--- config.mk ---
export PLATFORM = sky130hd
export DESIGN_NAME = seg_argmax
export DESIGN_NICKNAME = d
export VERILOG_FILES = /design/src/rtl/seg_argmax.sv
export SDC_FILE = /design/constraint.sdc
export NUM_CORES = 1
export LEC_CHECK = 0
export CAP_MARGIN = 30
export CORE_ASPECT_RATIO = 1.4
export CORE_MARGIN = 4
export CORE_UTILIZATION = 57
export CTS_BUF_LIST = sky130_fd_sc_hd__clkbuf_16
export CTS_CLUSTER_DIAMETER = 200
export DETAILED_ROUTE_END_ITERATION = 7
export GPL_TIMING_DRIVEN = 0
export PLACE_DENSITY = 0.82
export SETUP_SLACK_MARGIN = 0.4
export SLEW_MARGIN = 20
export SYNTH_ARGS = -nofsm -noshare
export SYNTH_HDL_FRONTEND = slang
export SYNTH_SLANG_ARGS = --single-unit
--- constraint.sdc ---
create_clock -name clock -period 3.06 [get_ports clock]
set_input_delay 0.612 -clock clock [delete_from_list [all_inputs] [get_ports clock]]
set_output_delay 0.612 -clock clock [all_outputs]
set_load 0.02 [all_outputs]
--- src/rtl/seg_argmax.sv ---
// seg_argmax: pipelined per-pixel argmax over UNITS signed features, with VOID below THRESH.
// Optional per-frame class histogram is enabled by defining SEG_ARGMAX_HIST_EN.
// A histogram is only reported for a frame whose first active pixel was counted,
// so a reset in the middle of a frame never reports the partial counts.
module seg_argmax #(
    parameter int HEIGHT    = -1,
    parameter int WIDTH     = -1,
    parameter int W_HEIGHT  = -1,
    parameter int W_WIDTH   = -1,
    parameter int UNITS     = 12,
    parameter int INT_BITW  = 5,
    parameter int FRAC_BITW = 8,
    parameter int THRESH    = 0,
    localparam int FB = INT_BITW + FRAC_BITW,
    localparam int VB = (W_HEIGHT > 1) ? $clog2(W_HEIGHT) : 1,
    localparam int HB = (W_WIDTH > 1) ? $clog2(W_WIDTH) : 1,
    localparam int LB = $clog2(UNITS + 1),
    localparam int CB = (HEIGHT * WIDTH > 0) ? $clog2(HEIGHT * WIDTH + 1) : 1
) (
    input  logic                     clock,
    input  logic                     n_rst,
    input  logic                     in_enable,
    input  logic [0:FB*UNITS-1]      in_feat,
    input  logic [VB-1:0]            in_vcnt,
    input  logic [HB-1:0]            in_hcnt,
    output logic                     out_enable,
    output logic [LB-1:0]            out_label,
    output logic [FB-1:0]            out_score,
    output logic [VB-1:0]            out_vcnt,
    output logic [HB-1:0]            out_hcnt,
    output logic [(UNITS+1)*CB-1:0]  out_hist,
    output logic                     out_hist_vld
);
    localparam int D = (UNITS > 1) ? $clog2(UNITS) : 0;

    typedef logic signed [FB-1:0] feat_t;

    localparam feat_t TH = feat_t'(THRESH);

    // Level l of the tree holds width_at(l) live candidates; the upper half of
    // each level row is kept at zero so pair indexing never leaves the array.
    feat_t         val    [0:D][0:2*UNITS-1];
    logic [LB-1:0] idx    [0:D][0:2*UNITS-1];
    logic          en_d   [0:D];
    logic [VB-1:0] vcnt_d [0:D];
    logic [HB-1:0] hcnt_d [0:D];
    feat_t         best;

    function automatic int width_at(input int l);
        return (UNITS + (1 << l) - 1) >> l;
    endfunction

    assign best = val[D][0];

    // S0 captures the channels tagged with their index; S1..SD keep the larger of each pair, the left (lower index) on ties
    always_ff @(posedge clock) begin
        for (int k = 0; k < UNITS; k++) begin
            val[0][k] <= n_rst ? feat_t'(in_feat[FB*k +: FB]) : '0;
            idx[0][k] <= n_rst ? LB'(k) : '0;
        end
        for (int k = UNITS; k < 2*UNITS; k++) begin
            val[0][k] <= '0;
            idx[0][k] <= '0;
        end
        for (int l = 1; l <= D; l++) begin
            for (int j = 0; j < UNITS; j++) begin
                if (!n_rst || 2*j >= width_at(l-1)) begin
                    val[l][j] <= '0;
                    idx[l][j] <= '0;
                end else if (2*j+1 < width_at(l-1) && val[l-1][2*j+1] > val[l-1][2*j]) begin
                    val[l][j] <= val[l-1][2*j+1];
                    idx[l][j] <= idx[l-1][2*j+1];
                end else begin
                    val[l][j] <= val[l-1][2*j];
                    idx[l][j] <= idx[l-1][2*j];
                end
            end
            for (int j = UNITS; j < 2*UNITS; j++) begin
                val[l][j] <= '0;
                idx[l][j] <= '0;
            end
        end
    end

    // Enable and coordinates ride alongside the tree so they stay aligned with the data
    always_ff @(posedge clock) begin
        if (!n_rst) begin
            for (int l = 0; l <= D; l++) begin
                en_d[l]   <= 1'b0;
                vcnt_d[l] <= '0;
                hcnt_d[l] <= '0;
            end
        end else begin
            en_d[0]   <= in_enable;
            vcnt_d[0] <= in_vcnt;
            hcnt_d[0] <= in_hcnt;
            for (int l = 1; l <= D; l++) begin
                en_d[l]   <= en_d[l-1];
                vcnt_d[l] <= vcnt_d[l-1];
                hcnt_d[l] <= hcnt_d[l-1];
            end
        end
    end

    // Final stage: VOID decision against the threshold and the output register
    always_ff @(posedge clock) begin
        if (!n_rst) begin
            out_enable <= 1'b0;
            out_label  <= '0;
            out_score  <= '0;
            out_vcnt   <= '0;
            out_hcnt   <= '0;
        end else begin
            out_enable <= en_d[D];
            out_label  <= (best < TH) ? LB'(UNITS) : idx[D][0];
            out_score  <= best;
            out_vcnt   <= vcnt_d[D];
            out_hcnt   <= hcnt_d[D];
        end
    end

`ifdef SEG_ARGMAX_HIST_EN
    logic [CB-1:0] cnt [0:UNITS];
    logic          armed;
    logic          active;
    logic          frame_start;
    logic          frame_end;

    assign active      = out_enable && 32'(out_vcnt) < HEIGHT && 32'(out_hcnt) < WIDTH;
    assign frame_start = active && out_vcnt == '0 && out_hcnt == '0;
    assign frame_end   = active && 32'(out_vcnt) == HEIGHT - 1 && 32'(out_hcnt) == WIDTH - 1;

    // Per-class counters of active pixels; snapshot and clear at the last active pixel of a frame
    always_ff @(posedge clock) begin
        if (!n_rst) begin
            armed        <= 1'b0;
            out_hist_vld <= 1'b0;
            out_hist     <= '0;
            for (int c = 0; c <= UNITS; c++) cnt[c] <= '0;
        end else begin
            armed        <= armed || frame_start;
            out_hist_vld <= frame_end && (armed || frame_start);
            for (int c = 0; c <= UNITS; c++) begin
                if (frame_end) begin
                    cnt[c] <= '0;
                    if (armed || frame_start)
                        out_hist[CB*c +: CB] <= cnt[c] + CB'(out_label == LB'(c));
                end else if (active && out_label == LB'(c)) begin
                    cnt[c] <= cnt[c] + CB'(1);
                end
            end
        end
    end
`else
    assign out_hist     = '0;
    assign out_hist_vld = 1'b0;
`endif

endmodule
==> results.yml <==
power_and_ir_drop:
  switching_share: 0.250
  pwr-share-comb: 0.153
  peakVddDrop_mv: 0.408
  p_int_mw: 9.09
  p_per_area_nw_per_um2: 560
  p_leak_nw: 9.73
  pwr-share-seq: 0.481
  clockPowerShare: 0.366
  finalPower_mw: 12.1
  p_sw_mw: 3.03
timing:
  skew_ns: 0.0188
  max_freq_mhz: 378
  hold_viol: 0
  whs_ns: 0.437
  slew-limit-headroom: 0.371
  fin_crit_ns: 2.64
  rsz0062_at_grt: "yes"
  period_share: 0.864
  finalSetupViolCount: 0
  tightest_slew_ns: 0.943
  drv_slew: 0
route:
  drc_errors: 0
  avgViaCountPerCell: 5.05
  vias: 12000
  routed_wl_um: 38700
  ant_nets: 0
  wl_per_cell_um: 16.3
  drt_iter0_markers: 571
  first_pass_iters: 5
final_layout:
  syn_to_final_growth_pct: 26.0
  fin_area_um2: 21600
  regArea_um2: 9250
  nets: 2271
  fillCellCount: 2127
  multiInputGateArea_um2: 7780
  drive_gt1_frac: 0.0787
synthesis:
  synth_ff_type: "dfxtp_1"
  synth_most_common_cell: "nand2_1"
  syn_avg_cell_area_um2: 11.0
  synthCells: 1558
  synth_common_cells: "nand2_1, dfxtp_1, and2_1, edfxtp_1, inv_1"
  synth.ff_latch_count: 377
  synth_edf_count: 169
  netlist_area_um2: 17200
  yosys.area.top_type_share: 0.296
  async_flop_share: 0
  synth-seq-area-share: 0.538
  synth_cell_type_count: 53
  yosys.area.top_type: "edfxtp_1"
  synth_area_leaders: "edfxtp_1, dfxtp_1, ha_1"
  yosys_warnings: 0
flow_run:
  drv_cap: 0
floorplan:
  io-pin-count: 195
  die_h_um: 213
  chipWidth_um: 155
  core_um2: 29400
  die_area_um2: 33000
  start_util: 0.583
  core.rowCount: 74
clock_tree:
  clk-insertion-delay-late_ns: 0.54
  h-tree-depth: 2
  cts_buffer_depth: 3
  cts_tree: "yes"
  cts.sink_count: 377
  cts_made_buffers: 37
  cts-hold-fix-buffers: 0
  path_clk_slew_ns: 0.06
  cts_root_buf: "clkbuf_16"
global_route:
  track_usage: 0.234
  antenna_found_initial: 2
  grt_max_degree: 16
  grt_pass1_vias: 12500
  gr-total-overflow: 0
  grt_pass1_wl_um: 60800
critical_path:
  startpoint_type: "flop"
  worstPathRequired_ns: 3.45
  worstSetupEndpointType: "flop"
  timing.rr.start: "val[0][150]"
  reg2reg_to: "val[1][145]"
  critical_path_class: "reg -> reg"
  r2r_slack_ns: 0.42
  cp.arrival_ns: 3.03
  path_max_fanout: 5
  reg2reg_depth: 9
hold_path:
  whs_path_depth: 1
  worstHoldEndpoint: "en_d[2]"
  min_from: "en_d[1]"
  hp-class: "reg -> reg"
place:
  port_buffers: 180
  post-dp-hpwl_um: 29800
  gp_congestion: 0.858
  dpl_cell_area_um2: 20100
status:
  status: "finished clean"
==> timing repair <==
item / 4_1_cts / 5_1_grt
gates cloned: 0 / 2
pin swaps: 2 / 13
setup endpoints to repair: 33 / 91
resized for setup: 9 / 54
setup buffers: 1 / 6
==> per-stage QoR <==
step / utilization / cells / TNS [ns] / setup slack, ns
after detailed placement: 0.683 / 2299 / -3.33 / -0.356
final: 0.735 / 2377 / 0 / 0.417
after global routing: 0.735 / 2377 / 0 / 0.350
after global placement: 0.683 / 2299 / -2.38 / -0.317
after CTS: 0.726 / 2368 / 0 / 0.401
after floorplan: - / 1739 / 0 / 0.649
==> routing by layer <==
layer  GRT usage  wire length (um)  part of all wire  vias up
met5           0                 0                 0        -
met4       0.112              1690             0.044        0
met3      0.0361              2150             0.055      101
met2       0.444             20700              0.53      340
met1       0.254             14200              0.37     5586
li1            -                 -                 -     5970
==> placed cells by master (no fill, tap or decap), types with 6 or more instances in the layout <==
cell type        instances
a221o_1                  6
clkdlybuf4s50_1        180
clkinv_2                10
conb_1                 183
dfxtp_1                202
nor2_1                  20
and2_1                 206
mux2i_1                 83
a211o_1                  6
nor2b_1                  6
ha_1                   141
o2bb2ai_1               25
buf_4                   24
and3_1                   7
nand2_1                212
o21ai_0                  8
and4_1                   7
nand4_1                 22
a21o_1                  39
buf_6                   10
clkbuf_1                41
a21oi_1                 28
inv_1                  167
dfxtp_2                  6
buf_2                    6
a22o_1                  34
a211oi_4                10
clkbuf_16               42
edfxtp_1               169
==> registers in the layout (all words and copies together) (netlist names) <==
register,flops
val,312
idx,30
out_score,13
en_d,5
hcnt_d,5
vcnt_d,5
out_label,4
out_enable,1
out_hcnt,1
out_vcnt,1
==> how the worst max path moves through the flow <==
stage / from / end / slack, ns / depth (start not counted)
6_report: val[0][150] / val[1][145] / 0.42 / 9
3_5_place_dp: n_rst / val[3][144] / -0.36 / 6
5_1_grt: val[2][132] / val[3][144] / 0.35 / 8
2_1_floorplan: val[2][132] / val[3][147] / 0.65 / 8
4_1_cts: val[3][145] / val[4][152] / 0.40 / 9
3_3_place_gp: n_rst / val[3][144] / -0.32 / 6
==> power groups by stage <==
stage | Sequential (mW) | Combinational (mW) | Clock [mW]
2_1_floorplan | 5.87 | 1.14 | 0
6_report | 5.83 | 1.85 | 4.44
3_5_place_dp | 5.93 | 1.71 | 0
4_1_cts | 5.83 | 1.75 | 4.52
5_1_grt | 5.86 | 2.05 | 4.74
3_3_place_gp | 5.92 | 1.66 | 0
==> layout make-up <==
class                   count  area share
well taps                 380      0.0220
clock buffers              42      0.0486
multi-input cells        1122       0.360
diodes                      1    0.000116
repair buffers            189      0.0869
inverters                 162      0.0281
clock inverters            26     0.00700
flip-flops and latches    377       0.427
plain buffers              78      0.0198
==> worst max-delay path, cell delays in order, from the launching register on <==
cell      delay, ns
dfxtp_2        0.34
inv_1          0.04
ha_1           0.28
and2_4         0.16
a221o_1        0.29
a221o_2        0.43
a21o_4         0.23
a211oi_4       0.35
buf_6          0.18
a22o_1         0.19
==> logic make-up after synthesis <==
group | share of synthesized area
mux | 0.0491
compound gates | 0.0986
fa+ha+maj | 0.104
other cells | 0.000438
simple gates | 0.151
flops | 0.538
buf+inv | 0.0586
Note: power is estimated with default switching activity, not from simulation.
==> edit 1, RTL diff (same settings) <==
The option `SEG_ARGMAX_HIST_EN` is turned on by a define.
--- a/src/rtl/seg_argmax.sv
+++ b/src/rtl/seg_argmax.sv
@@ -2,6 +2,8 @@
 // Optional per-frame class histogram is enabled by defining SEG_ARGMAX_HIST_EN.
 // A histogram is only reported for a frame whose first active pixel was counted,
 // so a reset in the middle of a frame never reports the partial counts.
+`define SEG_ARGMAX_HIST_EN
+
 module seg_argmax #(
     parameter int HEIGHT    = -1,
     parameter int WIDTH     = -1,
Function: not settled (the Yosys comparison gave no result); the edit may change what the design does.
==> edit 1 against the original RTL <==
- cell area shrank 0.72%
- die area shrank 0.40%
- sequential share of layout area grew 0.29 points
- synthesized cell count shrank 1.9%
- count of clock-buffer cells in the layout shrank 1
- wire length grew 0.14%
- setup slack gained 0.057 ns
- first-iteration DRC count grew 2.6%
- synthesized area shrank 0.42%
- cell count shrank 1.1%
- power shrank 1.1%
- sequential cell count is the same
- critical endpoint is now val[3][147]
- largest cell class unchanged
==> edit 1: results (changes against the original RTL) <==
[global_route]
grt_first_pass_wirelength_microns=61000  ; +0.43%
grt_start_max_net_pins=16  ; unchanged
antenna_found_initial=0  ; -2
grt_use_total_pct=23.4  ; about the same
number_of_global_route_vias_before_repair=12600  ; +0.67%

[critical_path]
reg2reg_depth=8  ; -1
path_delay_family=compound AO/OA/AOI/OAI gates
critical_path.slowest_cell=edfxtp_1
critPathArrivalTime_ns=2.97  ; -0.06 ns
capture_point_of_the_worst_reg_to_reg_path=val[3][147]
r2r_setup_slack_ns=0.47  ; +0.06 ns
critical-path-max-stage-delay_ns=0.47  ; +0.04 ns
startpoint_of_the_lowest_slack_register_to_register_path=val[2][136]

[final_layout]
final_net_count=2246  ; -1.1%
non_filler_cells_in_the_finished_layout=2350  ; -1.1%
final_layout_size_suffix_gt1_share_pct=7.77  ; -0.099 points
antenna_cells=0  ; -1

[power_and_ir_drop]
p_leak_nw=9.60  ; -1.3%
vdd_ir_drop_max_v=0.000382  ; -6.3%

[yosys]
yosysSeqAreaShare_pct=54.1  ; +0.22 points
synth_cell_types=56  ; +5.7%

[hold_path]
min_from=en_d[0]
worstHoldEndpoint=en_d[1]

[sta]
max_slew.worst_pin.slew_ns=0.831  ; -0.113 ns
timing.clock.skew_ns=0.0101  ; -0.00871 ns

[drt]
drt-total-wl_microns=38800  ; +0.14%
detailedRoute.firstIterationViolations=586  ; +2.6%
detailroute.via_count=12100  ; +0.70%
drt_first_pass_iters=6  ; +1

[placement]
routability_congestion_estimate=0.865  ; +0.84%
hpwlAfterDp_microns=29800  ; -0.24%
placed_cells_incl_taps=2270  ; -1.3%

[status]
outcome=completed

==> edit 1: cell count changes in the layout (fill, tap and decap cells not counted), sizes merged, moves of 9 or more <==
| cell | unedited run | this run |
|---|---|---|
| nor3 | 5 | 14 |
| o2bb2ai | 28 | 14 |
| a21o | 42 | 33 |
| a22o | 36 | 62 |
| nand2 | 212 | 175 |
| mux2i | 83 | 69 |
==> edit 1: through the flow <==
step	setup TNS, ns	power, mW	util [%]	hold slack, ns	setup WS, ns
final	0	12.0	73.2	0.432	0.474
after CTS	0	12.0	72.5	0.434	0.351
after global placement	-19.14	7.60	68.3	0.414	-0.752
after global routing	0	12.5	73.2	0.438	0.383
after floorplan	0	7.03	-	0.412	0.690
after detailed placement	-20.20	7.68	68.3	0.419	-0.763
==> edit 1: layout make-up <==
class                           instances  area (sq um)  area share (%)
Buffer                                 75           410            1.91
Timing Repair Buffer                  193          1900            8.85
Sequential cell                       377          9240            43.0
Multi-Input combinational cell       1096          7680            35.7
Clock inverter                         26           130           0.606
Inverter                              162           613            2.86
Clock buffer                           41          1030            4.78
Tap cell                              380           475            2.21
==> edit 1: worst max path at each step <==
stage | start | endpoint | depth (start not counted)
detailed placement | n_rst | val[1][86] | 7
global route | val[0][124] | val[1][132] | 9
finish | val[2][136] | val[3][147] | 8
global placement | n_rst | val[1][86] | 7
CTS | n_rst | idx[1][38] | 5
floorplan | val[3][145] | val[4][145] | 9
==> edit 1: report_power, final <==
group          switching (mW)  internal [mW]
logic                   0.955          0.901
clock network            1.87           2.42
registers               0.193           5.65
total                    3.02           8.97
==> edit 1: kinds of logic after synthesis <==
group,after synthesis,synth area share [%]
DFF,377,54.1
buffers and inverters,237,5.85
other,2,0.0439
AOI/OAI and AO/OA,224,10.6
and+or+nand+nor,476,14.9
adders and majority gates,143,10.5
muxes,70,4.11
==> edit 1: routing by layer <==
layer	routed length, microns	global-route usage (%)	share of wire (%)	up-vias
met5	0	0	0	-
met1	14300	25.1	37	5720
met2	21100	45.3	54	349
li1	-	-	-	5908
met4	1530	10.5	4.0	0
met3	1860	3.18	4.8	104
==> edit 1: timing repair <==
item                                    CTS  global route
gates resized for setup                  14            36
pin swaps                                 3            15
cloned                                    0             1
endpoints found under the setup margin   56            91
endpoints found under the hold margin     0             0
setup buffers                             2            10
==> edit 2, RTL diff (same flow settings) <==
Made on the original files. Remove the register `out_score`: a continuous assignment takes its place, so the output `out_score` follows one clock earlier.
--- a/src/rtl/seg_argmax.sv
+++ b/src/rtl/seg_argmax.sv
@@ -107,17 +107,17 @@
         if (!n_rst) begin
             out_enable <= 1'b0;
             out_label  <= '0;
-            out_score  <= '0;
             out_vcnt   <= '0;
             out_hcnt   <= '0;
         end else begin
             out_enable <= en_d[D];
             out_label  <= (best < TH) ? LB'(UNITS) : idx[D][0];
-            out_score  <= best;
             out_vcnt   <= vcnt_d[D];
             out_hcnt   <= hcnt_d[D];
         end
     end
+
+    assign out_score = best;
 
 `ifdef SEG_ARGMAX_HIST_EN
     logic [CB-1:0] cnt [0:UNITS];
Check against the original RTL: not settled (the Yosys comparison gave no result); the edit may change what the design does.
==> edit 2 against the original RTL <==
- power is 2.0% lower
- cell area decreased by 3.2%
- setup slack worse by 0.10 ns
- hold slack worse by 0.0014 ns
- wire length is 3.4% lower
- critical path depth grew 2
- sequential cell count fell by 13
- via count decreased by 4.1%
- global-route usage shrank 0.11 points
- die area shrank 6.1%
- core utilization rose by 2.0 points
- synthesized area is 6.4% lower
- critical endpoint is now val[3][147]
==> edit 2: results (changes against the original RTL) <==
[sta]
max_slew.worst_pin.slew_ns=0.734  ; -0.209 ns
timing.clock.skew_ns=0.0206  ; +0.00181 ns
hold_slack_ns=0.436  ; -0.00137 ns
layout_min_cycle_time_ns=2.75  ; +0.104 ns
setup_viol=0  ; unchanged

[drt]
detailedRoute.firstIterationViolations=633  ; +11%
detailroute.via_count=11500  ; -4.1%
wl_per_cell_microns=16.8  ; +3.0%
drt_first_pass_iters=6  ; +1

[status]
outcome=completed

[cts]
cts_made_buffers=36  ; -2.7%
h_tree_levels=2  ; unchanged
ctsLongestPathBuffers=3  ; unchanged

[critical_path]
capture_point_of_the_worst_reg_to_reg_path=val[3][147]
worst-path-max-fanout=6  ; +1
path_delay_family=compound AO/OA/AOI/OAI gates
critical_path.slowest_cell=edfxtp_1
r2r_setup_slack_ns=0.31  ; -0.10 ns
critPathLaunch=val[2][147]
critPathArrivalTime_ns=3.13  ; +0.10 ns
reg2reg_depth=11  ; +2

[yosys]
netlist_top_cells_area=edfxtp_1 32%, dfxtp_1 24%, ha_1 11%
ys_top_cells_by_count=202 x and2_1, 195 x dfxtp_1, 169 x edfxtp_1, 157 x inv_1, 143 x ha_1
synth_largest_type_area_fraction_pct=31.6  ; +2.0 points
yosysSeqAreaShare_pct=55.9  ; +2.1 points
synth_cell_types=47  ; -11%
yosysWarningCount=0  ; unchanged

[global_route]
grt_first_pass_wirelength_microns=56700  ; -6.7%
gr-total-overflow=0  ; unchanged
grt_use_total_pct=23.3  ; -0.11 points
antenna_found_initial=1  ; -1

[final_layout]
final_layout_size_suffix_gt1_share_pct=10.8  ; +2.9 points
multi_input_combinational_cell_area_sq_mm=0.00713  ; -8.4%
n_fill_cell=1835  ; -14%
largestRegisters=val (312), idx (30)
final_net_count=2135  ; -6.0%

[hold_path]
min_from=vcnt_d[4]
worstHoldEndpoint=out_vcnt

[power_and_ir_drop]
p_leak_nw=9.33  ; -4.0%
vdd_ir_drop_max_v=0.000375  ; -8.1%

[placement]
dpl_cell_area_sq_mm=0.0190  ; -5.5%
place_worst_setup_slack_ns=-0.641  ; -0.285 ns
routability_congestion_estimate=0.881  ; +2.7%
hpwlAfterDp_microns=27200  ; -8.7%

[edit 2: what timing repair did]
action	CTS	global route
endpoints found under the setup margin	237	127
gates cloned	2	3
hold buffers	0	0
pin swaps	8	50
buffers inserted	16	18
gates resized for setup	35	82
[edit 2: layout make-up]
class                   count  area share [%]
clock inverters            24           0.687
flip-flops and latches    364            42.9
repair buffers            219            10.1
multi-input cells         980            34.0
well taps                 370            2.21
diodes                      1          0.0120
inverters                 158            2.84
clock buffers              42            5.02
plain buffers              72            2.10
[edit 2: metrics by stage]
stage                     total power, mW  instances
final                                11.9       2230
after global routing                 12.3       2230
after CTS                            11.7       2208
after detailed placement             7.32       2124
after global placement               7.24       2124
after floorplan                      6.70       1574
[edit 2: where the power goes]
group / total [mW] / switching [mW] / internal [mW]
Combinational: 1.87 / 0.919 / 0.955
Clock: 4.36 / 1.81 / 2.54
Sequential: 5.65 / 0.193 / 5.46
Total: 11.9 / 2.93 / 8.96
[edit 2: logic make-up (layout without fill, tap and decap cells)]
| group | after synthesis | in the layout | synth area share (%) |
|---|---|---|---|
| multiplexers | 41 | 41 | 2.63 |
| AO/OA/AOI/OAI | 228 | 228 | 10.9 |
| buffers and inverters | 230 | 515 | 5.94 |
| adder cells (fa/ha/maj) | 143 | 143 | 11.1 |
| other | 2 | 184 | 0.0467 |
| AND/OR/NAND/NOR | 385 | 385 | 13.5 |
| flip-flops | 364 | 364 | 55.9 |
[edit 2: routing by layer]
metal	vias to the layer above	global-route usage, %	routed length (microns)
met1	5479	24.1	13400
li1	5561	-	-
met3	118	3.19	1650
met2	352	46.2	20600
met5	-	0	0
met4	0	9.97	1860
